## config.mk

```make
export PLATFORM = sky130hd
export DESIGN_NAME = serial_link_bringup_ctrl
export DESIGN_NICKNAME = d
export VERILOG_FILES = /design/src/rtl/serial_link_bringup_pkg.sv /design/src/rtl/serial_link_bringup_timer.sv /design/src/rtl/serial_link_bringup_ctrl.sv
export SDC_FILE = /design/constraint.sdc
export NUM_CORES = 1
export LEC_CHECK = 0
export BUFFER_PORTS_ARGS = -buffer_cell sky130_fd_sc_hd__buf_4
export CAP_MARGIN = 0
export CORE_ASPECT_RATIO = 0.8
export CORE_MARGIN = 2
export CORE_UTILIZATION = 36
export DETAILED_ROUTE_END_ITERATION = 8
export PLACE_DENSITY_LB_ADDON = 0.1
export SETUP_SLACK_MARGIN = 0.4
export SLEW_MARGIN = 20
export SYNTH_ARGS = -nofsm -noshare
export SYNTH_HDL_FRONTEND = slang
export SYNTH_SLANG_ARGS = --single-unit
```

## constraint.sdc

```tcl
create_clock -name clk_i -period 1.77 [get_ports clk_i]
set_input_delay 0.177 -clock clk_i [delete_from_list [all_inputs] [get_ports clk_i]]
set_output_delay 0.177 -clock clk_i [all_outputs]
set_load 0.005 [all_outputs]
```

## src/rtl/serial_link_bringup_pkg.sv

```systemverilog
// Shared types and constants for the serial link bring-up controller.
// CTRL values are built from the link's CTRL bit positions.
package serial_link_bringup_pkg;

  typedef enum logic [3:0] {
    S_IDLE,
    S_WR_RST,
    S_WR_REL,
    S_RD_ISO,
    S_GAP_ISO,
    S_WR_OPEN,
    S_RD_OPEN,
    S_GAP_OPEN,
    S_DONE,
    S_ERROR
  } state_e;

  localparam int CtrlClkEna    = 0;
  localparam int CtrlResetN    = 1;
  localparam int CtrlAxiInIso  = 8;
  localparam int CtrlAxiOutIso = 9;

  localparam logic [15:0] CtrlReset = 16'((1 << CtrlAxiOutIso)
    | (1 << CtrlAxiInIso) | (1 << CtrlClkEna));
  localparam logic [15:0] CtrlRelease = CtrlReset
    | 16'(1 << CtrlResetN);
  localparam logic [15:0] CtrlOpen = 16'((1 << CtrlResetN)
    | (1 << CtrlClkEna));

  localparam logic [1:0] IsoMask = 2'b11;

endpackage

```

## src/rtl/serial_link_bringup_timer.sv

```systemverilog
// Poll-gap down-counter and per-phase poll counter.
// Poll counter exists only with SERIAL_LINK_BRINGUP_TIMEOUT_EN.
module serial_link_bringup_timer #(
  parameter int PollGap      = 4,
  parameter int TimeoutPolls = 256
) (
  input  logic clk_i,
  input  logic rst_i,
  input  logic clr_i,
  input  logic load_i,
  input  logic tick_i,
  output logic gap_done_o,
  output logic timeout_o
);

  localparam int GW = (PollGap > 1) ? $clog2(PollGap) : 1;

  logic [GW-1:0] r_gap;

  // Loaded with PollGap-1 so GAP lasts exactly PollGap cycles.
  always_ff @(posedge clk_i) begin
    if (rst_i) begin
      r_gap <= '0;
    end else if (load_i) begin
      r_gap <= GW'(PollGap - 1);
    end else if (tick_i && (r_gap != '0)) begin
      r_gap <= r_gap - 1'b1;
    end
  end

  assign gap_done_o = (r_gap == '0);

`ifdef SERIAL_LINK_BRINGUP_TIMEOUT_EN
  localparam int PW = $clog2(TimeoutPolls + 1);

  logic [PW-1:0] r_polls;

  always_ff @(posedge clk_i) begin
    if (rst_i || clr_i) begin
      r_polls <= '0;
    end else if (load_i) begin
      r_polls <= r_polls + 1'b1;
    end
  end

  // True while the read now completing is the last one allowed.
  assign timeout_o = (r_polls == PW'(TimeoutPolls - 1));
`else
  logic w_unused_clr;
  assign w_unused_clr = clr_i | (TimeoutPolls < 1);
  assign timeout_o    = 1'b0;
`endif

endmodule

```

## src/rtl/serial_link_bringup_ctrl.sv

```systemverilog
// Config-bus master running the serial link bring-up sequence.
// Poll timeout enabled by SERIAL_LINK_BRINGUP_TIMEOUT_EN.
module serial_link_bringup_ctrl
  import serial_link_bringup_pkg::*;
#(
  parameter int RegAddrWidth = 32,
  parameter int RegDataWidth = 32,
  parameter logic [RegAddrWidth-1:0] CtrlAddr     = 'h0,
  parameter logic [RegAddrWidth-1:0] IsolatedAddr = 'h4,
  parameter int PollGap      = 4,
  parameter int TimeoutPolls = 256
) (
  input  logic                      clk_i,
  input  logic                      rst_i,
  input  logic                      start_i,
  output logic                      busy_o,
  output logic                      done_o,
  output logic                      err_o,
  output logic [RegAddrWidth-1:0]   reg_addr_o,
  output logic                      reg_write_o,
  output logic [RegDataWidth-1:0]   reg_wdata_o,
  output logic [RegDataWidth/8-1:0] reg_wstrb_o,
  output logic                      reg_valid_o,
  input  logic [RegDataWidth-1:0]   reg_rdata_i,
  input  logic                      reg_ready_i,
  input  logic                      reg_error_i
);

  localparam logic [RegDataWidth/8-1:0] StrbAll = '1;
  localparam logic [RegDataWidth-1:0] WdReset   = RegDataWidth'(CtrlReset);
  localparam logic [RegDataWidth-1:0] WdRelease = RegDataWidth'(CtrlRelease);
  localparam logic [RegDataWidth-1:0] WdOpen    = RegDataWidth'(CtrlOpen);

  state_e r_state;
  logic   w_xfer;
  logic   w_is_rd;
  logic   w_hit;
  logic   w_abort;
  logic   w_gap_done;
  logic   w_timeout;
  logic   w_unused_rdata;

  assign w_is_rd = (r_state == S_RD_ISO) || (r_state == S_RD_OPEN);
  assign w_xfer  = reg_ready_i && (w_is_rd
    || (r_state inside {S_WR_RST, S_WR_REL, S_WR_OPEN}));
  assign w_hit   = (r_state == S_RD_ISO)
    ? (reg_rdata_i[1:0] == IsoMask)
    : (reg_rdata_i[1:0] == 2'b00);
  assign w_abort = w_xfer
    && (reg_error_i || (w_is_rd && !w_hit && w_timeout));
  assign w_unused_rdata = ^reg_rdata_i[RegDataWidth-1:2];

  serial_link_bringup_timer #(
    .PollGap      (PollGap),
    .TimeoutPolls (TimeoutPolls)
  ) u_timer (
    .clk_i      (clk_i),
    .rst_i      (rst_i),
    .clr_i      (w_xfer && (r_state inside {S_WR_REL, S_WR_OPEN})),
    .load_i     (w_xfer && w_is_rd),
    .tick_i     (r_state inside {S_GAP_ISO, S_GAP_OPEN}),
    .gap_done_o (w_gap_done),
    .timeout_o  (w_timeout)
  );

  always_ff @(posedge clk_i) begin
    if (rst_i) begin
      r_state     <= S_IDLE;
      busy_o      <= 1'b0;
      done_o      <= 1'b0;
      err_o       <= 1'b0;
      reg_valid_o <= 1'b0;
      reg_write_o <= 1'b0;
      reg_addr_o  <= '0;
      reg_wdata_o <= '0;
      reg_wstrb_o <= '0;
    end else if (w_abort) begin
      r_state     <= S_ERROR;
      reg_valid_o <= 1'b0;
      busy_o      <= 1'b0;
      err_o       <= 1'b1;
    end else begin
      unique case (r_state)
        S_IDLE, S_DONE, S_ERROR: begin
          if (start_i) begin
            r_state     <= S_WR_RST;
            reg_valid_o <= 1'b1;
            reg_write_o <= 1'b1;
            reg_addr_o  <= CtrlAddr;
            reg_wdata_o <= WdReset;
            reg_wstrb_o <= StrbAll;
            busy_o      <= 1'b1;
            done_o      <= 1'b0;
            err_o       <= 1'b0;
          end
        end
        S_WR_RST: begin
          if (reg_ready_i) begin
            r_state     <= S_WR_REL;
            reg_wdata_o <= WdRelease;
          end
        end
        S_WR_REL, S_WR_OPEN: begin
          if (reg_ready_i) begin
            r_state     <= (r_state == S_WR_REL) ? S_RD_ISO : S_RD_OPEN;
            reg_write_o <= 1'b0;
            reg_addr_o  <= IsolatedAddr;
            reg_wdata_o <= '0;
            reg_wstrb_o <= '0;
          end
        end
        S_RD_ISO: begin
          if (reg_ready_i) begin
            if (w_hit) begin
              r_state     <= S_WR_OPEN;
              reg_write_o <= 1'b1;
              reg_addr_o  <= CtrlAddr;
              reg_wdata_o <= WdOpen;
              reg_wstrb_o <= StrbAll;
            end else begin
              r_state     <= S_GAP_ISO;
              reg_valid_o <= 1'b0;
            end
          end
        end
        S_RD_OPEN: begin
          if (reg_ready_i) begin
            reg_valid_o <= 1'b0;
            if (w_hit) begin
              r_state <= S_DONE;
              busy_o  <= 1'b0;
              done_o  <= 1'b1;
            end else begin
              r_state <= S_GAP_OPEN;
            end
          end
        end
        S_GAP_ISO, S_GAP_OPEN: begin
          if (w_gap_done) begin
            r_state     <= (r_state == S_GAP_ISO) ? S_RD_ISO : S_RD_OPEN;
            reg_valid_o <= 1'b1;
          end
        end
        default: r_state <= S_IDLE;
      endcase
    end
  end

endmodule

```

## Word level (Yosys, flattened, before mapping)

Cells that the tools add are included.

| storage, ports and cells | value |
|---|---|
| register bits | 79 |
| bits in latches | 0 |
| RAM bits | 0 |
| bits in read-only memories | 0 |
| memories | 0 |

| operators by class | value |
|---|---|
| $add $sub $neg | 1 |
| multipliers | 0 |
| divide/modulo/power cells | 0 |
| order comparisons | 0 |
| eq/ne operators | 25 |
| shift operators | 0 |
| muxes and demuxes | 47 |
| bitwise gates (word level) | 1 |
| reductions and logical operators | 31 |

Operators with widths:

| cell | count |
|---|---|
| 2-to-1 mux 32 bit | 9 |
| one-hot mux 32 bit (4 select lines) | 1 |
| one-hot mux 32 bit (3 select lines) | 1 |
| 2-to-1 mux 4 bit | 12 |
| one-hot mux 4 bit (6 select lines) | 1 |
| AND reduction 6 bit | 4 |
| equality test 4 x 3 -> 1 bit (second input constant) | 4 |
| inequality test 2 bit (second input constant) | 8 |
| inequality test 3 bit (second input constant) | 5 |
| 2-to-1 mux 1 bit | 14 |
| one-hot mux 4 bit (3 select lines) | 1 |
| nonzero test 2 bit | 6 |
| equality test 4 x 2 -> 1 bit (second input constant) | 2 |
| equality test 4 bit (second input constant) | 2 |
| nonzero test 4 bit | 2 |
| AND reduction 7 bit | 1 |
| 2-to-1 mux 3 bit | 2 |
| nonzero test 3 bit | 2 |
| OR reduction 2 bit | 3 |
| AND reduction 5 bit | 1 |
| equality test 4 x 1 -> 1 bit (second input constant) | 1 |
| logical AND 1 bit | 4 |
| logical NOT 2 bit | 2 |
| logical NOT 4 bit | 1 |
| 13 further kinds | 16 |

## Depth between registers and ports, before layout

Gate-level depths: netlist (run 1).

| depth | value |
|---|---|
| word-level depth | 7 |
| mapped depth | 6 |

## Hierarchy

Synthesis (run 1) repeated with hierarchy kept, for this count alone.

| second synthesis, totals | value |
|---|---|
| cell total of the unflattened synthesis | 198 |
| area, all modules | 1,561.5 µm² |

By module, submodules not included:

| module | times used | cells an instance | area an instance (µm²) |
|---|---|---|---|
| serial_link_bringup_ctrl | 1 | 184 | 1,435.1 |
| serial_link_bringup_timer | 1 | 14 | 126.4 |

## Worst setup path before layout (run 1)

No wires, ideal clock.

| timing path | value |
|---|---|
| path type | register -> register |
| from | register r_state[1] |
| to | register reg_wdata_o[0] |
| library setup time | 0.132 ns |
| arrival time | 1.506 ns |
| path slack | 0.132 ns |
| stages on the path, launching flop included | 7 |
| clock period less this slack | 1.638 ns |
| cells stage by stage | dfxtp_1 and3_1 or4b_4 buf_6 o211ai_4 nor2b_1 nor3_2 |

| between the ends | value |
|---|---|
| word-level cells in the longest chain between the ends | 7 |

Ends and longest elaborated chain:

| what | line | RTL |
|---|---|---|
| start: declaration | serial_link_bringup_ctrl.sv:34 | `state_e r_state;` |
| start signal: assignment | serial_link_bringup_ctrl.sv:105 | `r_state <= (r_state == S_WR_REL) ? S_RD_ISO : S_RD_OPEN;` |
| start signal: assignment | serial_link_bringup_ctrl.sv:140 | `r_state <= (r_state == S_GAP_ISO) ? S_RD_ISO : S_RD_OPEN;` |
| equality test 4 x 1 -> 1 bit, or another cell as far along | serial_link_bringup_ctrl.sv:45, serial_link_bringup_ctrl.sv:83 |  |
| nonzero test 3 bit or logical OR 1 bit (tied branches) | serial_link_bringup_ctrl.sv:45, serial_link_bringup_ctrl.sv:43 |  |
| logical OR 1 bit | serial_link_bringup_ctrl.sv:45 | `\|\| (r_state inside {S_WR_RST, S_WR_REL, S_WR_OPEN}));` |
| logical AND 1 bit | serial_link_bringup_ctrl.sv:44 | `assign w_xfer = reg_ready_i && (w_is_rd` |
| logical AND 1 bit | serial_link_bringup_ctrl.sv:50 | `&& (reg_error_i \|\| (w_is_rd && !w_hit && w_timeout));` |
| inverter 1 bit (no source line) | -- |  |
| AND reduction 7 bit (no source line) | -- |  |
| end signal: assignment | serial_link_bringup_ctrl.sv:90 | `reg_wdata_o <= WdReset;` |
| end signal: assignment | serial_link_bringup_ctrl.sv:100 | `reg_wdata_o <= WdRelease;` |
| end signal: assignment | serial_link_bringup_ctrl.sv:118 | `reg_wdata_o <= WdOpen;` |
| end: declaration | serial_link_bringup_ctrl.sv:21 | `output logic [RegDataWidth-1:0] reg_wdata_o,` |

Several ways; a longest one is shown, not always the timed one.
A chain may end at the register's enable or synchronous reset.

## Worst setup path in the final report (run 1)

| timing path | value |
|---|---|
| from | register r_state[1] |
| to | register r_state[2] |

| between the ends | value |
|---|---|
| word-level cells in the longest chain between the ends | 6 |

Ends and longest elaborated chain:

| what |
|---|
| parallel branches: the longest is 6 deep, another holds one-hot mux 4 bit (6 select lines) |

Several ways; the timed one is not identified. The select of a mux whose other input is x is not followed.

==> results of run 1 <==
## cell usage after synthesis, types with 2 or more instances
library cell	n	area share
clkbuf_1	2	0.0052
nor2_1	5	0.013
xnor2_1	2	0.012
buf_4	66	0.34
nand2b_1	6	0.026
a211oi_1	2	0.010
and2_1	2	0.0086
inv_1	5	0.013
or4_1	2	0.010
and3_1	2	0.0086
nor2b_1	4	0.017
nand3_1	3	0.010
dfxtp_1	15	0.21
o211ai_4	2	0.029
nand2_1	12	0.031
o21a_1	2	0.010
nand3b_1	2	0.010
nor3_2	2	0.014
a21oi_1	13	0.045
o211ai_1	3	0.016
nor3_1	2	0.0069
## sequential cells by signal, summed over array words and instances (netlist names)
register and flops:
reg_wdata_o 3, reg_wstrb_o 1, err_o 1, busy_o 1
r_state 4, reg_addr_o 1, reg_valid_o 1, u_timer.r_gap 2
done_o 1
## area by class of cell
| type | count | area (um2) | area share |
|---|---|---|---|
| multi-input combinational | 145 | 952.2 | 0.5428 |
| timing repair buffer | 41 | 351.6 | 0.2004 |
| sequential | 15 | 312.8 | 0.1783 |
| tap | 55 | 68.82 | 0.03923 |
| clock buffer | 3 | 41.29 | 0.02354 |
| inverter | 6 | 22.52 | 0.01284 |
| clock inverter | 1 | 5.005 | 0.002853 |
## path summary, 6_finish.rpt
path / start / to / slack [ns] / cells after the start
worst max-delay path: r_state[1]$_SDFFE_PP0P_ / r_state[2]$_SDFFE_PP0P_ / 0.11 / 5
worst min-delay path: rst_i / err_o$_SDFFE_PP0P_ / 0.22 / 2
worst max register to register: r_state[1]$_SDFFE_PP0P_ / r_state[2]$_SDFFE_PP0P_ / 0.11 / 5
worst min register to register: err_o$_SDFFE_PP0P_ / err_o$_SDFFE_PP0P_ / 0.46 / 2
## through the flow
| stage | setup WS [ns] | util | total power, uW |
|---|---|---|---|
| 3_3_place_gp | 0.09079 | 0.3817 | 1506 |
| 3_5_place_dp | 0.07548 | 0.3817 | 1517 |
| 6_report | 0.1119 | 0.4582 | 2081 |
| 4_1_cts | 0.1097 | 0.4268 | 1966 |
| 2_1_floorplan | 0.1996 | - | 1347 |
| 5_1_grt | 0.03648 | 0.4582 | 2238 |
## worst reg2reg max path, stage by stage (launching register included)
cell	delay (ns)
dfxtp_4	0.37
and3_4	0.19
or4_4	0.50
o211ai_4	0.17
nor2_1	0.09
o221a_1	0.23
## report_power, final
part,internal (uW),total (uW),leakage [uW],switching (uW)
Combinational,647,1250,0.000661,602
Sequential,442,549,0.000126,107
Clock,156,282,0.0000255,126
Total,1240,2080,0.000812,836
## timing repair
action	4_1_cts	5_1_grt
hold endpoints to repair	0	0
pin swaps	5	9
buffers inserted	7	7
setup endpoints to repair	15	15
hold buffers	0	0
resized for setup	13	16
## routing by layer
metal | GRT usage | part of all wire | up-vias
met4 | 0.03061 | 0.011 | 0
met2 | 0.1967 | 0.44 | 52
met1 | 0.1948 | 0.47 | 525
met5 | 0 | 0 | -
met3 | 0.03987 | 0.078 | 6
li1 | - | - | 552
## cell families after synthesis
logic type               share of synthesized area
buffers and inverters                       0.3730
flip-flops                                  0.2067
other                                     0.002582
adder cells (fa/ha/maj)                    0.01550
XOR/XNOR                                   0.01809
AO/OA/AOI/OAI                               0.1938
AND/OR/NAND/NOR                             0.1903
==> impl_metrics.yaml, run 1 <==
global_routing:
  grt_pass1_vias: 887
  grt_max_degree: 15
  track_usage: 0.1345
  antenna_found_initial: 0
  grt_overflow: 0
  grt_pass1_wl_um: 4478
die:
  rows: 20
  dieArea_um2: 4562
  core_area_um2: 3829
  die_w_um: 75.02
  num_io_pins: 110
  start_util: 0.3794
  die_h_um: 60.82
drt:
  drt_first_pass_iters: 5
  vias: 1135
  drc_errors: 0
  drtIter0Drc: 40
  postRouteAntennaNets: 0
  vias_per_cell: 4.267
  wl_per_cell_um: 11.80
  drt_wl_total_um: 3139
placed_design:
  dp_hpwl_um: 2252
  dp_cells: 248
  place_area_um2: 1461
  gp_congestion: 0.8841
  numPortBuffers: 20
synthesis:
  synth_edf_count: 0
  synthArstFlopShare: 0
  synth_warnings: 0
  avgSynthCellArea_um2: 8.161
  synth_ff_type: "dfxtp_1"
  synth.ff_latch_count: 15
  synth_seq_area_share: 0.2067
  synth_cell_types: 45
  netlist_instances: 178
  syn_area_um2: 1453
setup_path:
  crit_path_max_incr_delay_ns: 0.50
  critPathTopFamily: "simple AND/OR/NAND/NOR gates"
  crit_path_start_kind: "flip-flop"
  path_max_fanout: 8
  cp.required_ns: 1.91
  worst_ep_arrival_time_ns: 1.80
  critPathBufInv: 0
  criticalPathCategory: "reg2reg"
  path_cells: "and3_4, or4_4, o211ai_4, nor2_1, o221a_1"
  cpMaxStageDelayCell: "or4_4"
  critPathCaptureType: "flip-flop"
clock_network:
  cts_tree: "built"
  clock_sinks: 15
  cts_max_level: 1
  clk_latency_ns: 0.25
  cts-buffers-inserted: 3
  path_clk_slew_ns: 0.06
  cts.path.max_buffers: 2
  root_buffer: "clkbuf_8"
layout:
  finalInstanceArea_um2: 1754
  antennaDiodeCount: 0
  instances_no_fill: 266
  final_common_cell: "conb_1"
  syn_to_final_growth_pct: 20.76
  drive_gt1_frac: 0.3839
  layout_common_cells: "conb_1 (59), buf_4 (34), dfxtp_1 (11), nand2_1 (9), a21oi_1 (8)"
  nNetsFinal: 250
  n_fill_cell: 378
timing:
  finalHoldViolCount: 0
  finalCriticalPeriod_ns: 1.658
  finClkSkew_ns: 0.001516
  whs_ns: 0.2241
  tns_ns: 0
  setup_viol: 0
  max_freq_mhz: 603.1
  drv_slew: 0
  rsz0062_at_grt: "yes"
  fin_crit_sh: 0.9368
power:
  leakagePower_uw: 0.0008122
  power.density_cell_area_nw_per_um2: 1186
  vdd_drop_max_mv: 0.4747
run_status:
  status: "finished clean"
flow_run:
  maxCapViolCount: 0
worst_hold_path:
  worstHoldPathType: "in2reg"
Power figures use the tool's default switching activity.
==> run 2, diff against run 1 <==
PLACE_DENSITY = 0.85   (was not set)
PLACE_DENSITY_LB_ADDON = not set   (was 0.1)
==> run 2 against run 1 <==
Compared with the run above: critical path depth did not move; non-clock buffer count fell by 6; global-route usage is 0.39 points lower; cell count shrank 2.3%; clock power decreased by 2%; via count up 0.44%; critical endpoint is now reg_wdata_o[0]$_SDFFE_PP0P_; largest power group unchanged.
==> impl_metrics.yaml, run 2 (synthesized netlist as in run 1, its figures left out) <==
drt:
  drtIter0Drc: 35
  vias: 1140
  drt_first_pass_iters: 4
  drt_wl_total_um: 3141
  postRouteAntennaNets: 0
  drc_errors: 0
  wl_per_cell_um: 12.08
  vias_per_cell: 4.385
timing:
  fin_crit_sh: 0.9480
  drv_slew: 0
  finalWorstSetupSlack_ns: 0.09208
  rsz0062_at_grt: "yes"
  finalHoldViolCount: 0
  finalCriticalPeriod_ns: 1.678
  tns_ns: 0
  setup_viol: 0
  finClkSkew_ns: 0.004617
  max_freq_mhz: 596.0
setup_path:
  critPathCaptureType: "flip-flop"
  cp.required_ns: 1.90
  worst_ep_arrival_time_ns: 1.81
  reg2reg_depth: 5
  criticalPathCategory: "reg2reg"
  path_max_fanout: 6
  r2r_end: "reg_wdata_o[0]$_SDFFE_PP0P_"
  crit_path_start_kind: "flip-flop"
  r2r-start: "r_state[3]$_SDFFE_PP0P_"
  rrSetupSlack_ns: 0.09
global_routing:
  grt_overflow: 0
  antenna_found_initial: 0
  grt_pass1_vias: 956
  grt_pass1_wl_um: 4540
  grt_max_degree: 15
  track_usage: 0.1306
run_status:
  status: "finished clean"
worst_hold_path:
  holdPathStages: 2
  hold_end: "r_state[3]$_SDFFE_PP0P_"
  min_from: "rst_i"
  worstHoldPathType: "in2reg"
placed_design:
  place_area_um2: 1424
  dpl_worst_slack_ns: 0.06674
  dp_hpwl_um: 2123
  numPortBuffers: 20
  gp_congestion: 0.8859
clock_network:
  cts_max_level: 1
  clock_sinks: 15
  path_clk_slew_ns: 0.06
  root_buffer: "clkbuf_8"
  cts-buffers-inserted: 3
  clk_latency_ns: 0.25
  cts_tree: "built"
  cts_hold_buf: 0
  cts.path.max_buffers: 2
die:
  die_w_um: 75.02
  rows: 20
  die_h_um: 60.82
  core_area_um2: 3829
  start_util: 0.3794
  num_io_pins: 110
  dieArea_um2: 4562
layout:
  largest_registers: "r_state (4), reg_wdata_o (3), u_timer.r_gap (2)"
  seq_area_um2: 312.8
  top_register: "r_state"
  final_common_cell: "conb_1"
  syn_to_final_growth_pct: 16.71
  antennaDiodeCount: 0
  nNetsFinal: 244
  multiInputGateArea_um2: 963.4
  n_fill_cell: 367
  layout_common_cells: "conb_1 (59), buf_4 (30), nand2_1 (11), dfxtp_1 (11), a21oi_1 (10)"
  drive_gt1_frac: 0.3561
  largest_register_ffs: 4
  finalInstanceArea_um2: 1695
flow_run:
  maxCapViolCount: 0
power:
  leakagePower_uw: 0.0007687
  vdd_drop_max_mv: 0.5219
  power.density_cell_area_nw_per_um2: 1202
run 2: cell count changes in the layout (fill, tap and decap cells not counted), moves of 2 or more:
cell     delta
a21oi_1     +2
nand2_1     +2
a21oi_2     -2
buf_12      -2
buf_4       -4
run 2: power by group:
part | internal [uW] | switching, uW
Sequential | 442 | 98.7
Combinational | 618 | 604
Clock | 156 | 120
run 2: how the worst max path moves through the flow:
| stage | from | to |
|---|---|---|
| final | r_state[3]$_SDFFE_PP0P_ | reg_wdata_o[0]$_SDFFE_PP0P_ |
| after global placement | r_state[1]$_SDFFE_PP0P_ | r_state[2]$_SDFFE_PP0P_ |
| after CTS | r_state[0]$_SDFFE_PP0P_ | reg_wdata_o[0]$_SDFFE_PP0P_ |
| after global routing | r_state[2]$_SDFFE_PP0P_ | reg_wdata_o[8]$_SDFFE_PP0P_ |
| after detailed placement | r_state[1]$_SDFFE_PP0P_ | r_state[2]$_SDFFE_PP0P_ |
| after floorplan | r_state[3]$_SDFFE_PP0P_ | reg_wdata_o[0]$_SDFFE_PP0P_ |
run 2: layout make-up:
cell class | instances | area share
Multi-Input combinational cell | 145 | 0.5683
Timing Repair Buffer | 35 | 0.1661
Clock buffer | 3 | 0.02435
Sequential cell | 15 | 0.1845
Tap cell | 55 | 0.04059
Inverter | 6 | 0.01328
Clock inverter | 1 | 0.002952
run 2: routing by layer:
| layer | GRT usage | wire length, um |
|---|---|---|
| met5 | 0 | 0 |
| met4 | 0.02551 | 0 |
| met3 | 0.04319 | 270 |
| met2 | 0.2105 | 1658 |
| met1 | 0.1723 | 1212 |
run 2: repair_timing:
item / CTS / global route
gates cloned: 0 / 0
pin swaps: 14 / 6
resized for setup: 18 / 9
setup endpoints to repair: 15 / 15
setup buffers: 11 / 2
run 2: worst max-delay path, cell delays in order (launching register included):
cell and delay (ns):
dfxtp_2 0.35, nand2b_4 0.15, or4b_4 0.61, o211ai_4 0.18, nor2b_4 0.22, nor3_2 0.04
run 2: through the flow:
step,hold slack (ns),instances,util,power (uW)
after global placement,0.4508,243,0.3719,1431
final,0.2346,260,0.4428,2038
after CTS,0.2064,258,0.4245,1948
after detailed placement,0.4551,243,0.3719,1461
after floorplan,0.2808,236,-,1347
after global routing,0.2266,260,0.4428,2194
==> run 3, diff against run 2 <==
PLACE_DENSITY = not set   (was 0.85)
PLACE_DENSITY_LB_ADDON = 0.15   (was not set)
==> run 3 against run 2 <==
Compared with the run above: worst hold slack worse by 0.013 ns; cell count up 1.9%; sequential power up 3%; via count down 2.2%; cell area about the same; combinational power down 7%; die area unchanged; maximum frequency up 1.5%; clock skew down 0.0028 ns; setup slack better by 0.024 ns; critical path type unchanged; critical endpoint is now reg_valid_o$_SDFFE_PP0P_; highest routed layer is now met4.
==> impl_metrics.yaml, run 3 (synthesized netlist as in run 1, its figures left out) <==
die:
  num_io_pins: 110
  rows: 20
  dieArea_um2: 4562
  die_w_um: 75.02
  core_area_um2: 3829
  start_util: 0.3794
  die_h_um: 60.82
setup_path:
  rrSetupSlack_ns: 0.12
  r2r-start: "r_state[1]$_SDFFE_PP0P_"
  path_max_fanout: 7
  worst_ep_arrival_time_ns: 1.80
  path_cells: "and3_4, or4b_4, buf_4, nand2b_4, or4_1, nand2_1"
  criticalPathCategory: "reg2reg"
  crit_path_max_incr_delay_ns: 0.57
  crit_path_start_kind: "flip-flop"
  critPathBufInv: 1
  critPathCaptureType: "flip-flop"
  cpMaxStageDelayCell: "or4b_4"
  r2r_end: "reg_valid_o$_SDFFE_PP0P_"
  reg2reg_depth: 6
  critPathTopFamily: "simple AND/OR/NAND/NOR gates"
  cp.required_ns: 1.92
power:
  leakagePower_uw: 0.0007875
  vdd_drop_max_mv: 0.4348
  total_power_uw: 1986
  power.density_cell_area_nw_per_um2: 1172
flow_run:
  maxCapViolCount: 0
placed_design:
  dpl_worst_slack_ns: 0.04361
  place_area_um2: 1454
  dp_hpwl_um: 2185
  gp_congestion: 0.8523
  dp_cells: 247
  numPortBuffers: 20
drt:
  vias_per_cell: 4.208
  drtIter0Drc: 46
  drc_errors: 0
  vias: 1115
  wl_per_cell_um: 11.76
  drt_wl_total_um: 3117
  postRouteAntennaNets: 0
  drt_first_pass_iters: 4
layout:
  instances_no_fill: 265
  n_fill_cell: 376
  layout_common_cells: "conb_1 (59), buf_4 (37), nand2_1 (11), a21oi_1 (9), dfxtp_1 (9)"
  finalInstanceArea_um2: 1694
  drive_gt1_frac: 0.3810
  top_register: "r_state"
  final_common_cell: "conb_1"
  syn_to_final_growth_pct: 16.62
  antennaDiodeCount: 0
  largest_registers: "r_state (4), reg_wdata_o (3), u_timer.r_gap (2)"
  largest_register_ffs: 4
  nNetsFinal: 249
worst_hold_path:
  worstHoldPathType: "in2reg"
  min_from: "rst_i"
  hold_end: "u_timer.r_gap[1]$_SDFFE_PP0P_"
  holdPathStages: 2
global_routing:
  grt_use_met2: 0.2105
  use_met1: 0.1848
  busiest_layer: "met2"
  grt_pass1_vias: 932
  met3_usage: 0.03654
  grt_overflow: 0
  grt_pass1_wl_um: 4554
  antenna_found_initial: 0
  track_usage: 0.1342
  grt_max_degree: 15
clock_network:
  path_clk_slew_ns: 0.07
  cts-buffers-inserted: 3
  cts_max_level: 1
  clk_latency_ns: 0.25
  cts_tree: "built"
  cts_hold_buf: 0
  cts.path.max_buffers: 2
  clock_sinks: 15
  root_buffer: "clkbuf_8"
timing:
  setup_viol: 0
  finalCriticalPeriod_ns: 1.654
  tns_ns: 0
  finalHoldViolCount: 0
  rsz0062_at_grt: "yes"
  drv_slew: 0
  max_freq_mhz: 604.6
  fin_crit_sh: 0.9344
  finalWorstSetupSlack_ns: 0.1161
  finClkSkew_ns: 0.001772
run_status:
  status: "finished clean"
[run 3: repair_timing]
| action | CTS | global route |
|---|---|---|
| endpoints found under the setup margin | 15 | 15 |
| gates resized for setup | 18 | 6 |
| pin swaps | 8 | 4 |
| buffers inserted | 13 | 1 |
[run 3: metrics by stage]
| stage | hold slack [ns] | util |
|---|---|---|
| floorplan | 0.2808 | - |
| global placement | 0.4544 | 0.3797 |
| detailed placement | 0.4581 | 0.3797 |
| CTS | 0.1992 | 0.4346 |
| global route | 0.2254 | 0.4425 |
| finish | 0.2218 | 0.4425 |
[run 3: routing by layer]
| layer | part of all wire | wire length [um] |
|---|---|---|
| met5 | 0 | 0 |
| met4 | 0.0032 | 10 |
| met3 | 0.080 | 250 |
| met2 | 0.47 | 1458 |
| met1 | 0.45 | 1397 |
[run 3: report_power, final]
| group | switching, uW | internal, uW |
|---|---|---|
| logic | 557 | 580 |
| registers | 113 | 443 |
| clock network | 136 | 156 |
| total | 806 | 1180 |
[run 3: layout make-up]
| class | instances | area [um2] | share of cell area |
|---|---|---|---|
| inverters | 6 | 22.52 | 0.01329 |
| repair buffers | 40 | 311.5 | 0.1839 |
| flip-flops and latches | 15 | 315.3 | 0.1861 |
| clock inverters | 1 | 5.005 | 0.002954 |
| well taps | 55 | 68.82 | 0.04062 |
| multi-input cells | 145 | 929.6 | 0.5487 |
| clock buffers | 3 | 41.29 | 0.02437 |
[run 3: worst max-delay path by stage]
stage | startpoint | endpoint | slack [ns] | cells past startpoint
final | r_state[1]$_SDFFE_PP0P_ | reg_valid_o$_SDFFE_PP0P_ | 0.12 | 6
after global routing | r_state[1]$_SDFFE_PP0P_ | reg_addr_o[2]$_SDFFE_PP0P_ | 0.06 | 5
after CTS | r_state[1]$_SDFFE_PP0P_ | reg_addr_o[2]$_SDFFE_PP0P_ | 0.12 | 5
after detailed placement | r_state[0]$_SDFFE_PP0P_ | r_state[2]$_SDFFE_PP0P_ | 0.04 | 5
after global placement | r_state[0]$_SDFFE_PP0P_ | reg_addr_o[2]$_SDFFE_PP0P_ | 0.07 | 5
after floorplan | r_state[3]$_SDFFE_PP0P_ | reg_wdata_o[0]$_SDFFE_PP0P_ | 0.20 | 6
